File: config.mk
export PLATFORM = sky130hd
export DESIGN_NAME = watchdog_timer_core_flat
export DESIGN_NICKNAME = d
export VERILOG_FILES = /design/src/rtl/watchdog_timer_core_if.sv /design/src/rtl/watchdog_timer_core.sv /design/src/flat_wrapper.sv
export SDC_FILE = /design/constraint.sdc
export NUM_CORES = 1
export LEC_CHECK = 0
export ABC_AREA = 1
export CAP_MARGIN = 20
export CORE_ASPECT_RATIO = 0.8
export CORE_UTILIZATION = 55
export DETAILED_ROUTE_END_ITERATION = 10
export PLACE_DENSITY_LB_ADDON = 0.2
export SLEW_MARGIN = 20
export SYNTH_ARGS = -nofsm -noshare
export SYNTH_HDL_FRONTEND = slang
export SYNTH_SLANG_ARGS = --single-unit
File: constraint.sdc
create_clock -name clk -period 2.6 [get_ports clk]
set_input_delay 0.26 -clock clk [delete_from_list [all_inputs] [get_ports clk]]
set_output_delay 0.26 -clock clk [all_outputs]
set_load 0.1 [all_outputs]
File: src/rtl/watchdog_timer_core_if.sv
// Kick/config/status bundle between the watchdog driver side and watchdog_timer_core.
// WDT_WINDOW_EN adds win_cfg and early_kick.
interface watchdog_timer_core_if #(
  parameter int CNT_WIDTH = 32
);
  logic                 en;
  logic                 delta;
  logic                 cfg_load;
  logic [CNT_WIDTH-1:0] timeout_cfg;
  logic [CNT_WIDTH-1:0] warn_cfg;
  logic [CNT_WIDTH-1:0] count;
  logic [1:0]           state;
  logic                 bark;
  logic                 bite;
`ifdef WDT_WINDOW_EN
  logic [CNT_WIDTH-1:0] win_cfg;
  logic                 early_kick;

  modport master (
    output en, delta, cfg_load, timeout_cfg, warn_cfg, win_cfg,
    input  count, state, bark, bite, early_kick
  );
  modport slave (
    input  en, delta, cfg_load, timeout_cfg, warn_cfg, win_cfg,
    output count, state, bark, bite, early_kick
  );
`else
  modport master (
    output en, delta, cfg_load, timeout_cfg, warn_cfg,
    input  count, state, bark, bite
  );
  modport slave (
    input  en, delta, cfg_load, timeout_cfg, warn_cfg,
    output count, state, bark, bite
  );
`endif
endinterface

File: src/rtl/watchdog_timer_core.sv
// Countdown watchdog: reloads on kick, level bark at warn threshold, BITE_LEN-cycle bite; arm-to-bite is timeout+1 edges.
// No backpressure: kicks are consumed every cycle. Define WDT_WINDOW_EN for the early-kick window check.
module watchdog_timer_core #(
  parameter int CNT_WIDTH   = 32,
  parameter int TIMEOUT     = 1000,
  parameter int WARN_THRESH = 100,
  parameter int BITE_LEN    = 4
) (
  input  logic                 clk,
  input  logic                 rst,
  watchdog_timer_core_if.slave wd
);

  localparam int BCW = (BITE_LEN > 1) ? $clog2(BITE_LEN) : 1;
  localparam logic [BCW-1:0]       BITE_LAST = BCW'(BITE_LEN - 1);
  localparam logic [CNT_WIDTH-1:0] CNT_ONE   = CNT_WIDTH'(1);

  typedef enum logic [1:0] {
    S_IDLE  = 2'b00,
    S_ARMED = 2'b01,
    S_WARN  = 2'b10,
    S_BITE  = 2'b11
  } state_t;

  state_t               state_q, state_d;
  logic [CNT_WIDTH-1:0] count_q, count_d;
  logic [CNT_WIDTH-1:0] timeout_q, timeout_d;
  logic [CNT_WIDTH-1:0] warn_q, warn_d;
  logic [BCW-1:0]       bite_cnt_q, bite_cnt_d;
  logic                 bark_q, bark_d;
  logic                 bite_q, bite_d;
  logic                 win_bad;
`ifdef WDT_WINDOW_EN
  logic [CNT_WIDTH-1:0] win_q, win_d;
  logic                 early_q, early_d;

  assign win_bad = (win_q != '0) && (count_q > win_q);
`else
  assign win_bad = 1'b0;
`endif

  always_comb begin
    state_d    = state_q;
    count_d    = count_q;
    timeout_d  = timeout_q;
    warn_d     = warn_q;
    bite_cnt_d = bite_cnt_q;
    bark_d     = bark_q;
    bite_d     = bite_q;
`ifdef WDT_WINDOW_EN
    win_d      = win_q;
    early_d    = early_q;
`endif
    case (state_q)
      S_IDLE: begin
        count_d = '0;
        if (wd.cfg_load) begin
          timeout_d = (wd.timeout_cfg == '0) ? CNT_ONE : wd.timeout_cfg;
          warn_d    = wd.warn_cfg;
`ifdef WDT_WINDOW_EN
          win_d     = wd.win_cfg;
`endif
        end
        // Arming uses the register value held before any same-edge load.
        if (wd.en) begin
          state_d = S_ARMED;
          count_d = timeout_q;
`ifdef WDT_WINDOW_EN
          early_d = 1'b0;
`endif
        end
      end
      S_ARMED, S_WARN: begin
        if (!wd.en) begin
          state_d = S_IDLE;
          count_d = '0;
          bark_d  = 1'b0;
        end else if (wd.delta && !win_bad) begin
          state_d = S_ARMED;
          count_d = timeout_q;
          bark_d  = 1'b0;
        end else if (wd.delta || count_q == '0) begin
          // Expiry, or a kick that landed outside the window.
          state_d    = S_BITE;
          count_d    = '0;
          bark_d     = 1'b0;
          bite_d     = 1'b1;
          bite_cnt_d = BITE_LAST;
`ifdef WDT_WINDOW_EN
          if (wd.delta) early_d = 1'b1;
`endif
        end else begin
          if (state_q == S_ARMED && count_q <= warn_q) begin
            state_d = S_WARN;
            bark_d  = 1'b1;
          end
          count_d = count_q - CNT_ONE;
        end
      end
      default: begin
        count_d = '0;
        if (bite_cnt_q == '0) begin
          bite_d = 1'b0;
          if (wd.en) begin
            state_d = S_ARMED;
            count_d = timeout_q;
          end else begin
            state_d = S_IDLE;
          end
        end else begin
          bite_cnt_d = bite_cnt_q - 1'b1;
        end
      end
    endcase
  end

  always_ff @(posedge clk) begin
    if (rst) begin
      state_q    <= S_IDLE;
      count_q    <= '0;
      timeout_q  <= CNT_WIDTH'(TIMEOUT);
      warn_q     <= CNT_WIDTH'(WARN_THRESH);
      bite_cnt_q <= '0;
      bark_q     <= 1'b0;
      bite_q     <= 1'b0;
`ifdef WDT_WINDOW_EN
      win_q      <= '0;
      early_q    <= 1'b0;
`endif
    end else begin
      state_q    <= state_d;
      count_q    <= count_d;
      timeout_q  <= timeout_d;
      warn_q     <= warn_d;
      bite_cnt_q <= bite_cnt_d;
      bark_q     <= bark_d;
      bite_q     <= bite_d;
`ifdef WDT_WINDOW_EN
      win_q      <= win_d;
      early_q    <= early_d;
`endif
    end
  end

  assign wd.count = count_q;
  assign wd.state = state_q;
  assign wd.bark  = bark_q;
  assign wd.bite  = bite_q;
`ifdef WDT_WINDOW_EN
  assign wd.early_kick = early_q;
`endif

endmodule

File: src/flat_wrapper.sv
// flat-port wrapper written by rule: the top's interface ports become plain ports
module watchdog_timer_core_flat 
#(
  parameter int CNT_WIDTH   = 32,
  parameter int TIMEOUT     = 1000,
  parameter int WARN_THRESH = 100,
  parameter int BITE_LEN    = 4
)
  (clk, rst, wd_en, wd_delta, wd_cfg_load, wd_timeout_cfg, wd_warn_cfg, wd_count, wd_state, wd_bark, wd_bite);
  watchdog_timer_core_if #(.CNT_WIDTH(CNT_WIDTH)) wd_i ();
  input  logic clk;
  input  logic rst;
  input wire logic [$bits(wd_i.en)-1:0] wd_en;
  input wire logic [$bits(wd_i.delta)-1:0] wd_delta;
  input wire logic [$bits(wd_i.cfg_load)-1:0] wd_cfg_load;
  input wire logic [$bits(wd_i.timeout_cfg)-1:0] wd_timeout_cfg;
  input wire logic [$bits(wd_i.warn_cfg)-1:0] wd_warn_cfg;
  output wire logic [$bits(wd_i.count)-1:0] wd_count;
  output wire logic [$bits(wd_i.state)-1:0] wd_state;
  output wire logic [$bits(wd_i.bark)-1:0] wd_bark;
  output wire logic [$bits(wd_i.bite)-1:0] wd_bite;
  assign wd_i.en = wd_en;
  assign wd_i.delta = wd_delta;
  assign wd_i.cfg_load = wd_cfg_load;
  assign wd_i.timeout_cfg = wd_timeout_cfg;
  assign wd_i.warn_cfg = wd_warn_cfg;
  assign wd_count = wd_i.count;
  assign wd_state = wd_i.state;
  assign wd_bark = wd_i.bark;
  assign wd_bite = wd_i.bite;
  watchdog_timer_core #(.CNT_WIDTH(CNT_WIDTH), .TIMEOUT(TIMEOUT), .WARN_THRESH(WARN_THRESH), .BITE_LEN(BITE_LEN)) u_core (.clk(clk), .rst(rst), .wd(wd_i));
endmodule
## Word-level counts from Yosys, hierarchy flattened

Cells that the tools add are included.
W data, S select, Z words.

- Register bits after elaboration: 102
- Logic and storage cells: 63
- Output and inout bits: 36

- Reduce and logical (&&, ||, !) cells: 14
- Add/sub/neg operators: 2
- Muxes and demuxes: 29
- Bitwise operators: 1
- Eq/ne operators: 9
- $lt $le $gt $ge: 1

Operators with widths:

| operator | number |
|---|---|
| $mux W32 | 6 |
| $logic_not A32 Y1 | 2 |
| $pmux W32 S2 | 1 |
| $le A32 B32 Y1 | 1 |
| $sub A32 B1 Y32 const B | 1 |
| $mux W2 | 10 |
| $reduce_and A5 Y1 | 2 |
| $mux W1 | 9 |
| $ne A2 B2 Y1 const B | 4 |
| $pmux W2 S2 | 2 |
| $ne A5 B3 Y1 const B | 1 |
| $logic_not A2 Y1 | 2 |
| $ne A4 B1 Y1 const B | 1 |
| $reduce_and A2 Y1 | 2 |
| $reduce_and A3 Y1 | 1 |
| $reduce_bool A3 Y1 | 1 |
| $eq A2 B1 Y1 const B | 1 |
| $eq A2 B2 Y1 const B | 1 |
| $ne A2 B1 Y1 const B | 1 |
| $pmux W1 S2 | 1 |
| $reduce_bool A2 Y1 | 1 |
| $reduce_or A2 Y1 | 1 |
| $sub A2 B1 Y2 const B | 1 |
| $logic_and A1 B1 Y1 | 1 |
| other kinds (2) | 2 |

## Logic depth before layout (Yosys ltp)

- Depth after elaboration: 7
- Gate-level depth with buffers: 20

## Least setup slack after synthesis

Ideal clock, no wire load.

- Path kind: flip-flop to flip-flop
- Start: reg u_core.state_q[1] (netlist: u_core.wd.state[1])
- End: reg u_core.count_q[10] (netlist: u_core.wd.count[10])
- Library setup time: 70 ps
- Data arrival time: 2482 ps
- Path slack: 47 ps
- Clock period less this slack: 2553 ps
- Required time: 2530 ps
- Stages on the path, launching flop included: 8
- Cell sequence: dfxtp_1 > inv_1 > ha_1 > inv_2 > nor3_1 > clkbuf_1 > nand2_1 > a21oi_1

- Cells in the longest elaborated chain, start to end: 3
- Elaborated cells between the ends (all ways): 5

Ends and longest elaborated chain:

| element | RTL line | source |
|---|---|---|
| start, declared | watchdog_timer_core.sv:25 | `state_t state_q, state_d;` |
| start signal, assigned | watchdog_timer_core.sv:131 | `state_q <= state_d;` |
| $eq A2 B2 Y1 / $eq A2 B1 Y1 (equally long branches) | watchdog_timer_core.sv:54 | `case (state_q)` |
| $reduce_or A2 Y1 | watchdog_timer_core.sv:54 |  |
| $pmux W32 S2 * | watchdog_timer_core.sv:54 |  |
| end signal, assigned | watchdog_timer_core.sv:132 | `count_q <= count_d;` |
| end, declared | watchdog_timer_core.sv:26 | `logic [CNT_WIDTH-1:0] count_q, count_d;` |

Every way passes the cells marked *; elsewhere a longest branch is shown, timed or not.
A chain may end at the register's enable or synchronous reset.

## Worst setup path after layout

- Start: reg u_core.count_q[0] (netlist: u_core.wd.count[0])
- End: reg u_core.count_q[30] (netlist: u_core.wd.count[30])

- Cells in the longest elaborated chain, start to end: 6
- Elaborated cells between the ends (all ways): 7

Ends and longest elaborated chain:

| element | RTL line | source |
|---|---|---|
| parallel branches: the longest is 2 deep, another holds $sub A32 B1 Y32 | - |  |
| $mux W32 * | watchdog_timer_core.sv:82 | `end else if (wd.delta \|\| count_q == '0) begin` |
| $mux W32 * | watchdog_timer_core.sv:78 | `end else if (wd.delta && !win_bad) begin` |
| $mux W32 * | watchdog_timer_core.sv:74 | `if (!wd.en) begin` |
| $pmux W32 S2 * | watchdog_timer_core.sv:54 |  |

Mark *: on every way between the ends.

==> impl_metrics.env <==
export IMPL_status="finished clean"
export IMPL_finalWirelength_mm=16.05
export IMPL_postSynthCellCount=838
export IMPL_synthMuxAreaShare=0
export IMPL_finalSetupViolations=0
export IMPL_grt_overflow_total=0
export IMPL_htree_levels=3
export IMPL_postRouteAntennaNets=0
export IMPL_root_buffer="clkbuf_16"
export IMPL_critPathSlowestCell="dfxtp_1"
export IMPL_rsz0062_at_grt="no"
export IMPL_stdcell_count=1071
export IMPL_grt_antenna_before_repair=0
export IMPL_synth_top_family_by_area="simple AND/OR/NAND/NOR gates"
export IMPL_pwr_share_seq=0.282
export IMPL_grt_max_degree=57
export IMPL_internal_power_w=0.004200
export IMPL_fin_setup_tns_ps=0
export IMPL_maxCapViolCount=0
export IMPL_vias=5865
export IMPL_antenna_cells=0
export IMPL_first_pass_iters=5
export IMPL_hold_viol=0
export IMPL_cts_resized_gates=0
export IMPL_min_path_type="register to register"
export IMPL_p_sw_frac=0.4998
export IMPL_synth_distinct_cells=38
export IMPL_vdd_drop_max_mv=0.4868
export IMPL_drive_gt1_frac=0.1106
export IMPL_hold_buffers=0
export IMPL_grt_pass1_wl_mm=25.93
export IMPL_start_util=0.5677
export IMPL_yosysWarnings=0
export IMPL_numPortBuffers=104
export IMPL_cp_top_family="simple AND/OR/NAND/NOR gates"
export IMPL_cts_clk_slew_worst_paths_ps=70
export IMPL_die_area_um2=11030
export IMPL_comb_power_share=0.556
export IMPL_syn_nets=946
export IMPL_setup_worst_path_end_class="register"
export IMPL_area_growth_pct=23.26
export IMPL_place_gp_congestion=0.9383
export IMPL_track_usage=0.3061
export IMPL_synth_area_um2=5837
export IMPL_p_switching_w=0.004198
export IMPL_yosysSeqAreaShare=0.3498
export IMPL_clk_latency_ps=350
export IMPL_cellLeakagePower_nw=3.267
export IMPL_core_area_um2=10280
export IMPL_min_period_ps=1984
export IMPL_clock_skew_ps=6.510
export IMPL_clockBufferDepth=2
export IMPL_wl_per_cell_um=14.98
export IMPL_synthSimpleGateAreaFrac=0.2512
export IMPL_post_cts_setup_buffers=0
export IMPL_synth_compound_area_frac=0.1987
export IMPL_ys_ff_latch=102
export IMPL_die_y_um=94.14
export IMPL_cp_max_fo=4
export IMPL_slew_viol_final=0
export IMPL_cts_tree="yes"
export IMPL_tightest_slew_ps=496.7
export IMPL_cts_sinks=102
export IMPL_max_stage_delay_ps=370
export IMPL_drt_initial_drc_count=537
export IMPL_clock_fmax_mhz=504.0
export IMPL_start_kind="register"
export IMPL_path_cells="inv_1 -> ha_1 -> nand2_4 -> nor3_4 -> nand3_1 -> nor3_1 -> or2_2 -> nand3_1 -> nand2_1 -> nand2_1 -> a21oi_1"
export IMPL_hpwl_mm=11.63
export IMPL_slew_headroom=0.6688
export IMPL_die_w_um=117.2
export IMPL_p_clk_frac=0.162
export IMPL_grt_pass1_vias=5374
export IMPL_power_density_nw_per_um2=1167
export IMPL_fillers=859
export IMPL_required_ps=2880
export IMPL_fin_ws_ps=615.8
export IMPL_avgSynthCellArea_um2=6.965
export IMPL_cp_data_arrival_time_ps=2260
export IMPL_cp_buffers_inverters=1
export IMPL_std_cell_rows=33
export IMPL_cts_inserted_buffers=9
export IMPL_dp_cells=1056
export IMPL_synth_adder_area_share=0.08360
export IMPL_finalCritPeriodShare=0.7632
export IMPL_io_pins=105
export IMPL_critPathKind="register to register"
export IMPL_synth_xor_area_share=0.02401
export IMPL_post_place_ws_ps=618.3
export IMPL_fin_nets=1035
export IMPL_drcViolationCount=0
export IMPL_vias_per_cell=5.476
==> cell families after synthesis <==
kind of cell / Yosys count
buffers and inverters: 139
AO/OA/AOI/OAI: 221
adder cells (fa/ha/maj): 39
flip-flops: 102
XOR/XNOR: 16
AND/OR/NAND/NOR: 321
==> tightest hold or removal path: stages (launching register included) <==
cell     delay (ps)
dfxtp_1         300
inv_1            60
a21oi_1          50
==> cell usage after synthesis (all sizes together) <==
cell / instances / area share
o21bai: 3 / 0.0058
ha: 39 / 0.084
clkbuf: 33 / 0.022
a21oi: 117 / 0.10
dfxtp: 102 / 0.35
inv: 103 / 0.066
o21ai: 93 / 0.080
and3: 1 / 0.0011
nor4: 6 / 0.0064
o21a: 3 / 0.0039
and2: 2 / 0.0021
buf: 3 / 0.0047
a21o: 1 / 0.0013
or2: 5 / 0.0054
nand2: 196 / 0.13
o31ai: 1 / 0.0013
nor2: 61 / 0.051
nand3: 25 / 0.027
xor2: 13 / 0.020
xnor2: 3 / 0.0045
nand4: 13 / 0.014
o211ai: 3 / 0.0039
nor3: 12 / 0.014
==> metal layers <==
layer,track usage,up-vias,part of all wire
li1,-,2921,-
met1,0.4335,2713,0.48
met2,0.4784,215,0.44
met3,0.06129,16,0.078
met4,0.06013,0,0.0078
met5,0,-,0
==> sequential cells by signal (all words and copies together), names as in the netlist <==
name	flops
u_core.timeout_q	32
u_core.warn_q	32
u_core.wd.count	32
u_core.bite_cnt_q	2
u_core.wd.state	2
u_core.wd.bark	1
u_core.wd.bite	1
==> power groups by stage <==
stage | Sequential [W] | Combinational, W | Clock, W
finish | 0.00237 | 0.00467 | 0.00136
global route | 0.00241 | 0.00517 | 0.00144
CTS | 0.00235 | 0.00463 | 0.00138
detailed placement | 0.00238 | 0.00458 | 0
global placement | 0.00237 | 0.00450 | 0
floorplan | 0.00310 | 0.00279 | 0
==> metrics by stage <==
| step | util | hold slack (ps) | power [W] | instance area (µm²) |
|---|---|---|---|---|
| after floorplan | - | 387.6 | 0.005890 | 5837 |
| after global placement | 0.6707 | 446.1 | 0.006866 | 6895 |
| after detailed placement | 0.6707 | 451.8 | 0.006968 | 6895 |
| after CTS | 0.6998 | 461.5 | 0.008369 | 7194 |
| after global routing | 0.6998 | 481.3 | 0.009026 | 7194 |
| final | 0.6998 | 456.8 | 0.008398 | 7194 |
==> final timing paths <==
check,from,slack (ps),cells past startpoint,endpoint
worst max register to register,u_core.wd.count[0],620,11,u_core.wd.count[30]
worst max-delay path,u_core.wd.count[0],620,11,u_core.wd.count[30]
worst min register to register,u_core.warn_q[7],460,2,u_core.warn_q[7]
worst min-delay path,u_core.warn_q[7],460,2,u_core.warn_q[7]
==> layout make-up <==
| cell class | count | area (µm²) | share of cell area |
|---|---|---|---|
| Sequential cell | 102 | 2042 | 0.2838 |
| Clock buffer | 10 | 239.0 | 0.03322 |
| Timing Repair Buffer | 114 | 1026 | 0.1426 |
| Multi-Input combinational cell | 597 | 3266 | 0.4539 |
| Tap cell | 140 | 175.2 | 0.02435 |
| Clock inverter | 5 | 60.06 | 0.008348 |
| Inverter | 103 | 386.6 | 0.05374 |
==> cell usage in the layout (no fill, tap or decap), types with 2 or more instances in the layout <==
cell,count
a21oi_1,113
nand3_1,22
o21ai_1,6
nor2_4,7
dfxtp_1,102
xor2_1,13
inv_2,3
a21oi_2,4
buf_4,46
nand4_1,13
ha_1,39
o21a_1,3
o21ai_0,86
nor4_1,6
xnor2_1,3
nand3_4,2
nor3_4,2
nor3_1,9
and2_1,2
inv_1,100
nand2_1,187
o21bai_1,2
nand2_2,8
o211ai_1,3
clkbuf_16,9
or2_2,4
nor2_2,7
clkdlybuf4s50_1,68
nor2_1,47
clkinv_4,2
Note: power is estimated with default switching activity, not from simulation.
